$ cat src/rtl/mux4_arb_pkg.sv
// Shared types and the rotating-priority search for the 4-source arbiter.
package mux4_arb_pkg;

    localparam int N_REQ = 4;
    localparam int SEL_W = 2;

    typedef enum logic {
        IDLE,
        GRANT
    } state_t;

    typedef struct packed {
        logic             found;
        logic [SEL_W-1:0] idx;
    } pick_t;

    // Scans farthest-first so the candidate nearest to ptr is the one kept.
    function automatic pick_t rr_pick(
        input logic [N_REQ-1:0] req,
        input logic [SEL_W-1:0] ptr
    );
        pick_t            p;
        logic [SEL_W-1:0] c;
        p = '0;
        for (int d = N_REQ - 1; d >= 0; d--) begin
            c = ptr + SEL_W'(d);
            if (req[c]) begin
                p.found = 1'b1;
                p.idx   = c;
            end
        end
        return p;
    endfunction

endpackage

$ cat src/rtl/mux4_rr_arbiter_if.sv
// Request/grant/data bundle between the four sources and the arbiter.
interface mux4_rr_arbiter_if;
    import mux4_arb_pkg::*;

    logic [N_REQ-1:0] req;
    logic [N_REQ-1:0] data_in;
    logic [N_REQ-1:0] gnt;
    logic             gnt_valid;
    logic [SEL_W-1:0] sel;
    logic             data_out;

    modport master (
        output req,
        output data_in,
        input  gnt,
        input  gnt_valid,
        input  sel,
        input  data_out
    );

    modport slave (
        input  req,
        input  data_in,
        output gnt,
        output gnt_valid,
        output sel,
        output data_out
    );

endinterface

$ cat src/rtl/mux4_rr_arbiter_mux_4x1.sv
// Plain single-bit 4:1 multiplexer used for the shared data path.
module mux_4x1 (
    input  logic [3:0] in,
    input  logic [1:0] sel,
    output logic       out
);

    assign out = in[sel];

endmodule

$ cat src/rtl/mux4_rr_arbiter.sv
// Round-robin owner of one shared serial line among four sources.
// Define ARB_HOLD_LIMIT_EN to pre-empt an owner after MAX_HOLD cycles.
module mux4_rr_arbiter
    import mux4_arb_pkg::*;
#(
    parameter int MAX_HOLD = 8,
    parameter int CNT_W    = 8
) (
    input  logic             clk,
    input  logic             rst,
    mux4_rr_arbiter_if.slave arb
);

    if (MAX_HOLD < 2 || MAX_HOLD > 255 || (2 ** CNT_W) <= MAX_HOLD) begin : g_bad_cfg
        $error("mux4_rr_arbiter: illegal MAX_HOLD/CNT_W");
    end

    state_t           state_q, state_d;
    logic [N_REQ-1:0] gnt_q, gnt_d;
    logic [SEL_W-1:0] sel_q, sel_d;
    logic [SEL_W-1:0] ptr_q, ptr_d;
    logic             vld_q, vld_d;
    logic [N_REQ-1:0] others;
    logic             rel;
    logic             preempt;
    logic             mux_out;
    pick_t            pk_idle;
    pick_t            pk_next;

`ifdef ARB_HOLD_LIMIT_EN
    logic [CNT_W-1:0] hold_q, hold_d;
`endif

    always_ff @(posedge clk) begin
        if (rst) begin
            state_q <= IDLE;
            gnt_q   <= '0;
            sel_q   <= '0;
            ptr_q   <= '0;
            vld_q   <= 1'b0;
        end else begin
            state_q <= state_d;
            gnt_q   <= gnt_d;
            sel_q   <= sel_d;
            ptr_q   <= ptr_d;
            vld_q   <= vld_d;
        end
    end

`ifdef ARB_HOLD_LIMIT_EN
    always_ff @(posedge clk) begin
        if (rst) hold_q <= '0;
        else     hold_q <= hold_d;
    end
`endif

    // While granted, sel_q is the owner index.
    assign others  = arb.req & ~(N_REQ'(1) << sel_q);
    assign rel     = ~arb.req[sel_q];
    assign pk_idle = rr_pick(arb.req, ptr_q);
    assign pk_next = rr_pick(others, sel_q + SEL_W'(1));

`ifdef ARB_HOLD_LIMIT_EN
    assign preempt = arb.req[sel_q] && pk_next.found
                  && (hold_q == CNT_W'(MAX_HOLD - 1));
`else
    assign preempt = 1'b0;
`endif

    always_comb begin
        state_d = state_q;
        gnt_d   = gnt_q;
        sel_d   = sel_q;
        ptr_d   = ptr_q;
        vld_d   = vld_q;
`ifdef ARB_HOLD_LIMIT_EN
        hold_d  = hold_q;
`endif
        unique case (state_q)
            IDLE: begin
                if (pk_idle.found) begin
                    state_d = GRANT;
                    gnt_d   = N_REQ'(1) << pk_idle.idx;
                    sel_d   = pk_idle.idx;
                    vld_d   = 1'b1;
`ifdef ARB_HOLD_LIMIT_EN
                    hold_d  = '0;
`endif
                end
            end
            GRANT: begin
                if (rel || preempt) begin
                    ptr_d = sel_q + SEL_W'(1);
                    if (pk_next.found) begin
                        gnt_d  = N_REQ'(1) << pk_next.idx;
                        sel_d  = pk_next.idx;
`ifdef ARB_HOLD_LIMIT_EN
                        hold_d = '0;
`endif
                    end else begin
                        state_d = IDLE;
                        gnt_d   = '0;
                        vld_d   = 1'b0;
                    end
                end else begin
`ifdef ARB_HOLD_LIMIT_EN
                    if (hold_q != '1) hold_d = hold_q + CNT_W'(1);
`endif
                end
            end
        endcase
    end

    mux_4x1 u_mux (
        .in  (arb.data_in),
        .sel (sel_q),
        .out (mux_out)
    );

    assign arb.gnt       = gnt_q;
    assign arb.gnt_valid = vld_q;
    assign arb.sel       = sel_q;
    assign arb.data_out  = mux_out & vld_q;

endmodule

$ cat src/flat_wrapper.sv
// flat-port wrapper written by rule: the top's interface ports become plain ports
module mux4_rr_arbiter_flat import mux4_arb_pkg::*;
#(
    parameter int MAX_HOLD = 8,
    parameter int CNT_W    = 8
)
  (clk, rst, arb_req, arb_data_in, arb_gnt, arb_gnt_valid, arb_sel, arb_data_out);
  mux4_rr_arbiter_if arb_i ();
  input  logic clk;
  input  logic rst;
  input wire logic [$bits(arb_i.req)-1:0] arb_req;
  input wire logic [$bits(arb_i.data_in)-1:0] arb_data_in;
  output wire logic [$bits(arb_i.gnt)-1:0] arb_gnt;
  output wire logic [$bits(arb_i.gnt_valid)-1:0] arb_gnt_valid;
  output wire logic [$bits(arb_i.sel)-1:0] arb_sel;
  output wire logic [$bits(arb_i.data_out)-1:0] arb_data_out;
  assign arb_i.req = arb_req;
  assign arb_i.data_in = arb_data_in;
  assign arb_gnt = arb_i.gnt;
  assign arb_gnt_valid = arb_i.gnt_valid;
  assign arb_sel = arb_i.sel;
  assign arb_data_out = arb_i.data_out;
  mux4_rr_arbiter #(.MAX_HOLD(MAX_HOLD), .CNT_W(CNT_W)) u_core (.clk(clk), .rst(rst), .arb(arb_i));
endmodule
$ cat config.mk
export PLATFORM = sky130hd
export DESIGN_NAME = mux4_rr_arbiter_flat
export DESIGN_NICKNAME = d
export VERILOG_FILES = /design/src/rtl/mux4_arb_pkg.sv /design/src/rtl/mux4_rr_arbiter_if.sv /design/src/rtl/mux4_rr_arbiter_mux_4x1.sv /design/src/rtl/mux4_rr_arbiter.sv /design/src/flat_wrapper.sv
export SDC_FILE = /design/constraint.sdc
export NUM_CORES = 1
export LEC_CHECK = 0
export CORE_MARGIN = 1
export CORE_UTILIZATION = 50
export CTS_CLUSTER_DIAMETER = 50
export DETAILED_ROUTE_END_ITERATION = 16
export GPL_ROUTABILITY_DRIVEN = 0
export GPL_TIMING_DRIVEN = 0
export PLACE_DENSITY = 0.81
export RECOVER_POWER = 100
export SLEW_MARGIN = 30
export SYNTH_ARGS = -nofsm -noshare
export SYNTH_HDL_FRONTEND = slang
export SYNTH_SLANG_ARGS = --single-unit
$ cat constraint.sdc
create_clock -name clk -period 2.9 [get_ports clk]
set_input_delay 0.29 -clock clk [delete_from_list [all_inputs] [get_ports clk]]
set_output_delay 0.29 -clock clk [all_outputs]
set_load 0.02 [all_outputs]
==> impl_metrics.ini, run 1 <==
[synth]
syn-num-nets = 115
synth-xor-area-share = 0
ys_warn_count = 0
synth_cell_types = 49
ys.flop_type = dfxtp_1
muxShareOfSynthArea = 0.09766
synth_compound_area_frac = 0.2641
avgSynthCellArea_sq_um = 9.006
synth-seq-cells = 10
async_reset_ff_frac = 0
ys_seq_area_frac = 0.2201
synth_top_family_by_area = simple AND/OR/NAND/NOR gates
synth.area.top_cells = dfxtp_1 22%, a21oi_1 5.5%, ha_1 5.5%
synthTopCellsByCount = 10 x a21oi_1, 10 x dfxtp_1, 9 x nor2_1
synth_fa_ha_area_frac = 0.05502
synth.cell_area_sq_um = 909.6
yosysTopAreaCell = dfxtp_1
synth_top_area_share = 0.2201
synth_edf_count = 0
syn_inst = 101
yosys.area_share.simple = 0.2710

[critical_path]
critPathMaxFanout = 8
crit_type = reg2reg
cp.required_ns = 3.07
cp-start-kind = flop
end_kind = flop
crit_arrival_ns = 2.67

[grt]
grt_max_degree = 11
grt_pass1_vias = 803
grt_pass1_wl_mm = 3.505
overflow = 0
grtUsageTotal = 0.2464
antenna_found_initial = 0

[detailed_routing]
drt-wirelength-per-cell_um = 14.93
vias_per_cell = 5.897
drc = 0
wirelength_mm = 2.165
first_pass_iters = 4
vias = 855
antenna_left = 0
dr.first_iter.drc_count = 27

[cells_and_area]
layout-drive-gt1-share = 0.1500
final_cell_area_sq_um = 1100
n_fill_cell = 149
final_cells = 145
syn_to_final_growth_pct = 20.91
layout.nets = 135
n_antenna_cell = 0

[cts]
cts_tree = yes
clock_sinks = 10
cts_setup_buffers = 0
ctsHoldBuffers = 0
htree_levels = 1
clock_latency_ns = 0.28
clock_path_buffers = 2
cts-resized-gates = 0
cts-root-buf = clkbuf_4
clk_pin_slew_ns = 0.08
cts_buffers = 3

[sta]
hold_violations = 0
finalMaxSlewViolations = 0
whs_ns = 0.4672
fmax_ghz = 0.3996
setup_viol = 0
relSlewSlack = 0.5587
finalCritPeriodShare = 0.8629
period_needed_ns = 2.502
worst_slew_pin_slew_ns = 0.6569
clock_skew_ns = 0.001508
rsz0062_at_grt = false
setup_tns_ns = 0

[placed_design]
place_area_sq_um = 1091
dp.cells = 141
hpwl_mm = 1.611
io_buffers = 15

[floorplan]
die_h_um = 44.65
row_count = 15
die_area_sq_um = 1994
ioPinCount = 18
start_util = 0.5326
core_area_sq_um = 1708
die_w_um = 44.65

[power]
cellLeakagePower_nw = 0.4383
powerDensity_nw_per_um2 = 497.0
peakVddDrop_mv = 0.3257
power_uw = 546.6

[run]
drv_cap = 0

[hold_path]
worstHoldPathType = in2reg

[run_status]
outcome = finished, final reports clean
==> flip-flops by register name, summed over array words and instances, names as in the netlist <==
| signal | cells |
|---|---|
| u_core.arb.gnt | 4 |
| u_core.arb.gnt_valid | 1 |
| u_core.arb.sel | 2 |
| u_core.ptr_q | 2 |
| u_core.state_q | 1 |
==> power by group <==
| group | internal, mW | switching [mW] | leakage, nW |
|---|---|---|---|
| clock | 0.0766 | 0.0600 | 0.0210 |
| combinational | 0.109 | 0.133 | 0.335 |
| sequential | 0.155 | 0.0138 | 0.0825 |
==> critical path, cell delays in order (launching register included) <==
cell      delay [ns]
dfxtp_1         0.41
buf_6           0.16
inv_1           0.13
ha_1            0.41
nand2b_1        0.15
or4b_1          0.44
o211ai_1        0.24
nor2_1          0.10
a221o_1         0.36
==> metrics by stage <==
stage	utilization	worst slack (ns)
floorplan	-	0.6584
global placement	0.6388	0.6042
finish	0.6440	0.3977
CTS	0.6601	0.5084
global route	0.6440	0.2504
detailed placement	0.6388	0.5829
==> routing by layer <==
metal	vias to the layer above	global-route usage	part of all wire
met5	-	0	0
met4	0	0.07273	0.014
met3	5	0.06122	0.041
met2	29	0.4118	0.50
met1	402	0.3125	0.45
li1	419	-	-
==> cell usage in the layout (no fill, tap or decap), drive strengths merged, types with 2 or more instances in the layout <==
master	n
clkdlybuf4s50	6
nor3	2
mux2i	4
clkbuf	7
a21oi	10
nand2b	7
nand4	2
mux4	2
inv	6
dlygate4sd3	9
nand2	2
nor2b	2
nor2	12
dfxtp	10
buf	4
a211oi	2
nand3	2
a221oi	2
ha	4
a221o	3
==> cells by family (layout without fill, tap and decap cells) <==
group                      count (synthesis)  count (layout)
AOI/OAI and AO/OA                         30              30
and+or+nand+nor                           38              38
buffers and inverters                     13              32
muxes                                      6               6
DFF                                       10              10
adders and majority gates                  4               4
==> layout make-up <==
cell class              count  area [sq um]  share of cell area
plain buffers               7         60.06             0.05461
clock buffers               4         36.28             0.03299
inverters                   6         22.52             0.02048
multi-input cells          78         599.3              0.5449
flip-flops and latches     10         200.2              0.1820
well taps                  25         31.28             0.02844
repair buffers             15         150.1              0.1365
==> final timing paths <==
check | to | depth (start not counted) | start | slack, ns
setup / recovery | u_core.arb.gnt[2] | 8 | u_core.arb.sel[0] | 0.40
hold / removal | u_core.ptr_q[0] | 5 | arb_req[1] | 0.47
setup reg to reg | u_core.arb.gnt[2] | 8 | u_core.arb.sel[0] | 0.40
hold reg to reg | u_core.arb.gnt[0] | 2 | u_core.arb.gnt[0] | 0.48
Power figures use the tool's default switching activity.
==> run 2: changes to the inputs <==
Settings changed: TNS_END_PERCENT set to 5.
==> results of run 2 <==
Same layout as run 1: the final DEF is identical, and so are final timing and power.
==> run 3: changes to the inputs <==
Clock period 2.9 ns to 2.75 ns, I/O delays scaled along.
==> run 3 against run 2 <==
Non-clock buffer count unchanged. Combinational power increased by 5%. Global-route usage unchanged. Count of clock-buffer cells in the layout unchanged. Critical path depth decreased by 4. Total power increased by 5.4%. Core utilization increased by 0.15 points. Sequential power increased by 5%. Worst setup slack got worse by 0.12 ns. Hold slack got worse by 0.014 ns. Clock skew decreased by 0.00069 ns.
==> impl_metrics.ini, run 3 (synthesis gave the netlist of run 1 again) <==
[hold_path]
worstHoldPathType = in2reg

[grt]
grt_pass1_wl_mm = 3.505
grt_pass1_vias = 803
overflow = 0
use_met1 = 0.3125
grt_max_degree = 11
use_met2 = 0.4118
use_met3 = 0.06122
antenna_found_initial = 0
grtUsageTotal = 0.2464
grt.busiest_layer = met2

[cells_and_area]
multi_input_area_sq_um = 601.8
layout-drive-gt1-share = 0.1583
final_cell_area_sq_um = 1102
layout.nets = 135
final_cells = 145
syn_to_final_growth_pct = 21.18
largest_register_ffs = 4
n_fill_cell = 149
n_antenna_cell = 0
layout_common_cells = 10 x a21oi_1, 10 x dfxtp_1, 9 x nor2_1, 8 x dlygate4sd3_1
fin_util = 0.6454
seqCellArea_sq_um = 200.2

[cts]
clock_path_buffers = 2
cts-resized-gates = 0
clock_latency_ns = 0.28
cts-root-buf = clkbuf_4
htree_levels = 1
cts_buffers = 3
ctsHoldBuffers = 0
cts_tree = yes
clk_pin_slew_ns = 0.07
clock_sinks = 10
cts_setup_buffers = 0

[power]
power_uw = 576.0
peakVddDrop_mv = 0.3431
cellLeakagePower_nw = 0.4397
powerDensity_nw_per_um2 = 522.5

[critical_path]
critPathMaxFanout = 7
end_kind = primary output
crit_type = reg2out
cp.required_ns = 2.48
cp-start-kind = flop
crit_arrival_ns = 2.19

[run_status]
outcome = finished, final reports clean

[floorplan]
core_area_sq_um = 1708
die_h_um = 44.65
ioPinCount = 18
die_area_sq_um = 1994
start_util = 0.5326
die_w_um = 44.65
row_count = 15

[detailed_routing]
wirelength_mm = 2.131
dr.first_iter.drc_count = 24
vias = 848
antenna_left = 0
drt-wirelength-per-cell_um = 14.70
first_pass_iters = 4
drc = 0
vias_per_cell = 5.848

[sta]
finalMaxSlewViolations = 0
whs_ns = 0.4534
hold_violations = 0
setup_tns_ns = 0
period_needed_ns = 2.470
finalCritPeriodShare = 0.8981
fin_ws_ns = 0.2801
clock_skew_ns = 0.0008174
setup_viol = 0
rsz0062_at_grt = false
relSlewSlack = 0.6418
fmax_ghz = 0.4049
worst_slew_pin_slew_ns = 0.5373

[placed_design]
dp.cells = 141
pre_cts_ws_ns = 0.4329
hpwl_mm = 1.611
place_area_sq_um = 1091
io_buffers = 15

[run]
drv_cap = 0
## run 3: changes by cell type in the layout (fill, tap and decap cells not counted)
| cell | change |
|---|---|
| clkdlybuf4s50_1 | +1 |
| dlygate4sd3_1 | -1 |
| nor2b_1 | +1 |
| nor2b_4 | -1 |
| nor3_1 | -1 |
| nor3_2 | +1 |
| o211ai_1 | -1 |
| o211ai_2 | +1 |
## run 3: area by class of cell
class	instances	area share
flip-flops and latches	10	0.1816
plain buffers	7	0.05448
inverters	6	0.02043
multi-input cells	78	0.5460
clock buffers	4	0.03292
well taps	25	0.02838
repair buffers	15	0.1362
## run 3: power breakdown
group	internal, mW	switching [mW]	leakage [nW]	total (mW)
clock	0.0807	0.0631	0.0210	0.144
combinational	0.115	0.140	0.336	0.255
sequential	0.163	0.0144	0.0825	0.177
total	0.359	0.217	0.440	0.576
## run 3: worst paths after layout
| path | start | to | slack, ns | depth (start not counted) |
|---|---|---|---|---|
| worst max-delay path | u_core.arb.sel[0] | arb_data_out | 0.28 | 4 |
| worst min-delay path | arb_req[1] | u_core.ptr_q[0] | 0.45 | 5 |
| worst max register to register | u_core.arb.sel[0] | u_core.arb.gnt[2] | 0.35 | 8 |
| worst min register to register | u_core.arb.gnt[0] | u_core.arb.gnt[0] | 0.48 | 2 |
## run 3: worst max-delay path, stage by stage, from the launching register on
cell and delay (ns):
dfxtp_1 0.40, buf_6 0.16, mux4_1 0.54, and2_1 0.17, dlygate4sd3_1 0.64
## run 3: routing by layer
layer	routed length [um]	part of all wire	vias up
met5	0	0	-
met4	36	0.017	0
met3	70	0.033	7
met2	1060	0.50	20
met1	963	0.45	400
li1	-	-	421
